## config.mk

```make
export PLATFORM = sky130hd
export DESIGN_NAME = dual_bus_trigger_ctrl
export DESIGN_NICKNAME = d
export VERILOG_FILES = /design/src/rtl/dual_bus_trigger_ctrl.sv
export SDC_FILE = /design/constraint.sdc
export NUM_CORES = 1
export LEC_CHECK = 0
export ABC_AREA = 1
export CORE_MARGIN = 1
export CORE_UTILIZATION = 40
export CTS_BUF_LIST = sky130_fd_sc_hd__clkbuf_16
export DETAILED_ROUTE_END_ITERATION = 7
export GPL_TIMING_DRIVEN = 0
export MAX_ROUTING_LAYER = met4
export PLACE_DENSITY = 0.68
export SYNTH_ARGS = -nofsm -noshare
export SYNTH_HDL_FRONTEND = slang
export SYNTH_SLANG_ARGS = --single-unit
```

## constraint.sdc

```tcl
create_clock -name clk_i -period 5.2 [get_ports clk_i]
set_clock_uncertainty 0.2 [all_clocks]
set_input_delay 0.78 -clock clk_i [delete_from_list [all_inputs] [get_ports clk_i]]
set_output_delay 0.78 -clock clk_i [all_outputs]
set_load 0.05 [all_outputs]
```

## src/rtl/dual_bus_trigger_ctrl.sv

```systemverilog
// Push-button run controller: synchronises and debounces the button and mode switch, then
// issues one bounded trigger/start run per clean press. Timeouts and completed runs are tracked.
module dual_bus_trigger_ctrl #(
  parameter int unsigned DEBOUNCE_CYCLES   = 16,
  parameter int unsigned TRIG_PULSE_CYCLES = 4,
  parameter int unsigned TIMEOUT_CYCLES    = 1024
) (
  input  logic       clk_i,
  input  logic       rst_ni,
  input  logic       btn_raw_i,
  input  logic       mode_sw_i,
  input  logic       demo_ready_i,
  output logic       btn_trigger_o,
  output logic       demo_start_o,
  output logic       demo_mode_o,
  output logic       busy_o,
  output logic       timeout_err_o,
  output logic [7:0] run_count_o
);

  localparam int unsigned DbW = $clog2(DEBOUNCE_CYCLES + 1);
  localparam int unsigned PwW = $clog2(TRIG_PULSE_CYCLES + 1);
  localparam int unsigned ToW = $clog2(TIMEOUT_CYCLES + 1);
  localparam logic [DbW-1:0] DbLast = DbW'(DEBOUNCE_CYCLES - 1);
  localparam logic [PwW-1:0] PwLast = PwW'(TRIG_PULSE_CYCLES - 1);
  localparam logic [ToW-1:0] ToLast = ToW'(TIMEOUT_CYCLES - 1);

  typedef enum logic [1:0] {StIdle, StPulse, StWaitAck, StWaitDone} state_e;

  logic           btn_s1_q, btn_s2_q, mode_s1_q, mode_s2_q;
  logic           stable_q, stable_d, stable_prev_q, press_q;
  logic [DbW-1:0] db_cnt_q, db_cnt_d;
  state_e         state_q, state_d;
  logic [PwW-1:0] pulse_cnt_q, pulse_cnt_d;
  logic [ToW-1:0] to_cnt_q, to_cnt_d;
  logic           mode_q, mode_d, err_q, err_d;
  logic [7:0]     count_q, count_d;

  // Stable level only follows s2 after DEBOUNCE_CYCLES consecutive differing cycles.
  always_comb begin
    stable_d = stable_q;
    db_cnt_d = '0;
    if (btn_s2_q != stable_q) begin
      if (db_cnt_q == DbLast) begin
        stable_d = btn_s2_q;
      end else begin
        db_cnt_d = db_cnt_q + 1'b1;
      end
    end
  end

  always_comb begin
    state_d     = state_q;
    pulse_cnt_d = pulse_cnt_q;
    to_cnt_d    = to_cnt_q;
    mode_d      = mode_q;
    err_d       = err_q;
    count_d     = count_q;
    unique case (state_q)
      StIdle: begin
        if (press_q) begin
          mode_d      = mode_s2_q;
          err_d       = 1'b0;
          pulse_cnt_d = '0;
          state_d     = StPulse;
        end
      end
      StPulse: begin
        if (pulse_cnt_q == PwLast) begin
          to_cnt_d = '0;
          state_d  = StWaitAck;
        end else begin
          pulse_cnt_d = pulse_cnt_q + 1'b1;
        end
      end
      // Ready transitions are checked before the timeout so they win a tie.
      StWaitAck: begin
        if (!demo_ready_i) begin
          to_cnt_d = to_cnt_q + 1'b1;
          state_d  = StWaitDone;
        end else if (to_cnt_q == ToLast) begin
          err_d   = 1'b1;
          state_d = StIdle;
        end else begin
          to_cnt_d = to_cnt_q + 1'b1;
        end
      end
      StWaitDone: begin
        if (demo_ready_i) begin
          count_d = count_q + 8'd1;
          state_d = StIdle;
        end else if (to_cnt_q == ToLast) begin
          err_d   = 1'b1;
          state_d = StIdle;
        end else begin
          to_cnt_d = to_cnt_q + 1'b1;
        end
      end
      default: state_d = StIdle;
    endcase
  end

  always_ff @(posedge clk_i or negedge rst_ni) begin
    if (!rst_ni) begin
      btn_s1_q      <= 1'b0;
      btn_s2_q      <= 1'b0;
      mode_s1_q     <= 1'b0;
      mode_s2_q     <= 1'b0;
      stable_q      <= 1'b0;
      stable_prev_q <= 1'b0;
      press_q       <= 1'b0;
      db_cnt_q      <= '0;
      state_q       <= StIdle;
      pulse_cnt_q   <= '0;
      to_cnt_q      <= '0;
      mode_q        <= 1'b0;
      err_q         <= 1'b0;
      count_q       <= 8'd0;
    end else begin
      btn_s1_q      <= btn_raw_i;
      btn_s2_q      <= btn_s1_q;
      mode_s1_q     <= mode_sw_i;
      mode_s2_q     <= mode_s1_q;
      stable_q      <= stable_d;
      stable_prev_q <= stable_q;
      press_q       <= stable_q & ~stable_prev_q;
      db_cnt_q      <= db_cnt_d;
      state_q       <= state_d;
      pulse_cnt_q   <= pulse_cnt_d;
      to_cnt_q      <= to_cnt_d;
      mode_q        <= mode_d;
      err_q         <= err_d;
      count_q       <= count_d;
    end
  end

  assign btn_trigger_o = (state_q == StPulse);
  assign demo_start_o  = (state_q == StPulse) && (pulse_cnt_q == '0);
  assign busy_o        = (state_q != StIdle);
  assign demo_mode_o   = mode_q;
  assign timeout_err_o = err_q;
  assign run_count_o   = count_q;

endmodule

```

### Word-level counts from Yosys, hierarchy flattened

Index checks and enable logic that the tools add are counted.

* reductions and logical operators: 14
* bitwise operators: 2
* multiplexer cells: 21
* eq/ne operators: 12
* add/sub/neg operators: 4

Operator list (number)
* 11-bit 2-to-1 mux: 4
* 11-bit case mux with 3 select lines: 1
* 11-bit by 1-bit adder with 11-bit output, second input constant: 1
* 11-bit by 10-bit equality test with 1-bit output, second input constant: 1
* 2-bit 2-to-1 mux: 5
* 5-bit 2-to-1 mux: 2
* 8-bit by 1-bit adder with 8-bit output, second input constant: 1
* 2-bit inequality test, second input constant: 4
* 2-bit case mux with 4 select lines: 1
* 2-bit AND reduction: 4
* 3-bit 2-to-1 mux: 2
* 3-bit case mux with 2 select lines: 1
* 3-bit AND reduction: 2
* 3-bit nonzero test: 2
* 5-bit by 1-bit adder with 5-bit output, second input constant: 1
* 5-bit by 4-bit equality test with 1-bit output, second input constant: 1
* 2-bit equality test, second input constant: 2
* 1-bit 2-to-1 mux: 4
* 4-bit AND reduction: 1
* 2-bit nonzero test: 2
* 3-bit by 1-bit adder with 3-bit output, second input constant: 1
* 3-bit by 2-bit equality test with 1-bit output, second input constant: 1
* 3-bit logical NOT: 1
* 1-bit case mux with 3 select lines: 1
* 7 further kinds: 7

* register bits: 38
* input bits: 5
* word-level logic and storage cells: 67

### Longest topological paths before layout

* word-level depth: 4
* gate-level depth with buffers: 11
* gate-level depth less buffers: 11

### Worst setup path after synthesis

Ideal clock, no wire load.

* path type: register to output
* start point: reg state_q[1]
* end point: out demo_start_o
* data required time: 4.220 ns
* stages on the path, launching flop included: 5
* arrival: 1.776 ns
* setup slack: 2.444 ns
* buffers on the path: 0
* cells stage by stage: dfrtp_1 inv_1 ha_1 nand2_1 nor2_1

* cells in the longest elaborated chain, start to end: 2

Ends and longest elaborated chain
* start, declared: line 33 `state_e state_q, state_d;`
* start signal, assigned: line 113 `state_q <= StIdle;`
* start signal, assigned: line 128 `state_q <= state_d;`
* 2-bit by 1-bit equality test with 1-bit output
* net btn_trigger_o: line 13 `output logic btn_trigger_o,`
* 1-bit logical AND: line 138 `assign demo_start_o = (state_q == StPulse) && (pulse_cnt_q == '0);`
* end, declared: line 14 `output logic demo_start_o,`

The timed path passes the listed nets, and every way through them passes these cells.

### Worst setup path in the final report

* start point: reg state_q[1]
* end point: out demo_start_o

* cells in the longest elaborated chain, start to end: 2

Ends and longest elaborated chain (line)
* 2-bit by 1-bit equality test with 1-bit output: 138
* 1-bit logical AND: 138

Every way passes these cells.

==> metrics.txt <==
Vias 1,606; Boundary Pins 18; Setup violations, final 0; EDFF count, synth 0; power share of the combinational group 44.5%; Crit Path Class reg2out; Worst Tran Pin Value 0.8264 ns; total track usage 15.20%; flops & latches, synth 38; CP Launch Type flip-flop; H-tree level count 2; RD Place Congestion 0.8576; Fin. Hold Viols 0; WP data required 4.22 ns; critical-path maximum fanout 5; Synth Flop Type dfrtp_1; Crit. End Element output port; syn avg cell area 8.566 sq um; ranking of synthesized cells by area dfrtp_1 (45%), nand2_1 (8.7%), inv_1 (6.7%); Crit path max-delay family buffers and inverters; Routed WL per cell 10.98 um; DIE HEIGHT 74.73 um; slowest cell on the critical path clkdlybuf4s50_1; layout cells sized above 1 13.97%; diodes inserted 0; count leader, synth nand2_1; Synth top area share 44.94%; Sw Pwr 0.0006193 W; post-DR vias/cell 4.696; area leader, netlist dfrtp_1; IO Port Bufs 17; final net count 287; die width 74.73 um; drt pass-1 iters 4; Worst path max stage delay 0.80 ns; total CTS buffers 5; gr busiest metal met2; clk root buf clkbuf_16; Area Growth Syn to Fin 21.11%; maximum clock path buffer count 2; post-CTS resize count 0; clock insertion delay at the later pin of the skew report 0.28 ns; syn_nets 263; Final ANT Viol Nets 0; Seq/Total Area, Yosys 44.94%; final wirelength 3756 um; Clock power frac 26.6%; Final min period 3.020 ns; Synth async-reset ratio 100.0%; Hold-fix buffers, CTS 0; Detailed Route Iter0 Violations 74; synthesized area 2116 sq um; vias in the first global route 1,433; Ys Warns 0; GR Util met3 2.811%; floorplan row count 26; crit path cell chain inv_1, ha_1, nand2_1, nor2_1, clkdlybuf4s50_1; Synth top cells by count nand2_1 (49), dfrtp_1 (38), inv_1 (38); worst min path class reg2reg; setup bufs post-CTS 0; FMAX 331.2 MHz; GRT overflow 0; pwr/cell area 577.5 nW/um^2; CTS Sinks 38; CP arrival 2.04 ns; Worst Path Buf+Inv 2; Setup TNS 0 ns; Pins Over Slew Limit 0; status complete, no violations; Slew headroom 44.91%; fin crit share 58.07%; CTS tree yes; RSZ-0062 raised after global routing false; Syn Inst Count 247; Flop pwr share 28.9%; Die Footprint 5585 sq um; max-cap viol count 0; drt drc 0; Initial Util 41.43%; routing usage on met1 19.54%; largest net degree at the start of global routing 39; post-synth cell types 33; internal power 0.0008604 W; clock-pin slew on the worst setup and hold paths 0.06 ns; global-route wire length before repair 6175 um; GR Util met2 23.92%; hpwl dp 2686 um; Sw Share 41.85%; core area 5107 sq um; VDD IR-drop max 0.4858 mV; Tot Pwr 0.001480 W; antenna violations before repair 0; Pleak 1.252 nW
-- stage by stage --
stage	hold WS (ns)	util, %	cells	worst slack [ns]	cell area (sq um)
final	0.1476	50.17	342	2.180	2562
after global routing	0.1536	50.17	342	2.071	2562
after floorplan	0.1312	-	247	2.444	2116
after global placement	0.1338	46.47	334	2.245	2374
after detailed placement	0.1355	46.37	334	2.477	2369
after CTS	0.1492	50.17	342	2.164	2562
-- flip-flops by register name (all words and copies together) (netlist names) --
register	flops
to_cnt_q	11
run_count_o	8
db_cnt_q	5
pulse_cnt_q	3
state_q	2
btn_s1_q	1
btn_s2_q	1
demo_mode_o	1
mode_s1_q	1
mode_s2_q	1
press_q	1
stable_prev_q	1
stable_q	1
timeout_err_o	1
-- worst paths after layout --
path	from	to	slack, ns	depth (start not counted)
worst max-delay path	state_q[1]$_DFFE_PN0P_	demo_start_o	2.18	5
worst min-delay path	mode_s1_q$_DFF_PN0_	mode_s2_q$_DFF_PN0_	0.15	0
worst max register to register	state_q[1]$_DFFE_PN0P_	to_cnt_q[0]$_DFFE_PN0P_	3.19	10
worst min register to register	mode_s1_q$_DFF_PN0_	mode_s2_q$_DFF_PN0_	0.15	0
max in group asynchronous	rst_ni	db_cnt_q[4]$_DFF_PN0_	3.88	1
min in group asynchronous	rst_ni	state_q[1]$_DFFE_PN0P_	0.40	1
-- cells by family after synthesis --
| family | Yosys count | synth area share, % |
|---|---|---|
| AND/OR/NAND/NOR | 115 | 27.97 |
| AO/OA/AOI/OAI | 31 | 8.871 |
| buffers and inverters | 43 | 7.983 |
| XOR/XNOR | 9 | 3.726 |
| flip-flops | 38 | 44.94 |
| adder cells (fa/ha/maj) | 11 | 6.505 |
-- worst register-to-register path, delay by kind of cell (launching register included) --
family	cells	cell delay (ns)
fa+ha+maj	1	0.25
flops	1	0.40
compound gates	1	0.14
buf+inv	5	0.58
simple gates	3	0.33
-- cells in the final DEF, fill, tap and decap left out, types with 4 or more instances in the layout --
master	instances
nor2_1	28
nand3_2	5
xor2_1	6
ha_1	11
dfrtp_1	38
nand3_1	10
clkbuf_16	5
inv_1	38
o21ai_0	11
nor2_2	4
inv_2	4
a21oi_1	12
nand2_1	49
clkdlybuf4s50_1	16
-- metal layers --
metal	wire length (um)	part of all wire [%]
met5	0	0
met4	59	1.6
met3	125	3.3
met2	1738	46
met1	1832	49
-- final cells by class --
class	instances	area, sq um
Fill cell	492	2545
Buffer	1	11.26
Clock buffer	5	125.1
Sequential cell	38	950.9
Clock inverter	3	68.82
Timing Repair Buffer	17	165.2
Inverter	42	157.7
Multi-Input combinational cell	166	996.0
Tap cell	70	87.58
-- power by group through the flow --
stage               Sequential [W]  Clock (W)  Combinational [W]
floorplan                 0.000490          0           0.000437
global placement          0.000431          0           0.000651
detailed placement        0.000431          0           0.000658
CTS                       0.000428   0.000400           0.000665
global route              0.000437   0.000410           0.000732
finish                    0.000427   0.000394           0.000658
(Power assumes the default switching activity.)
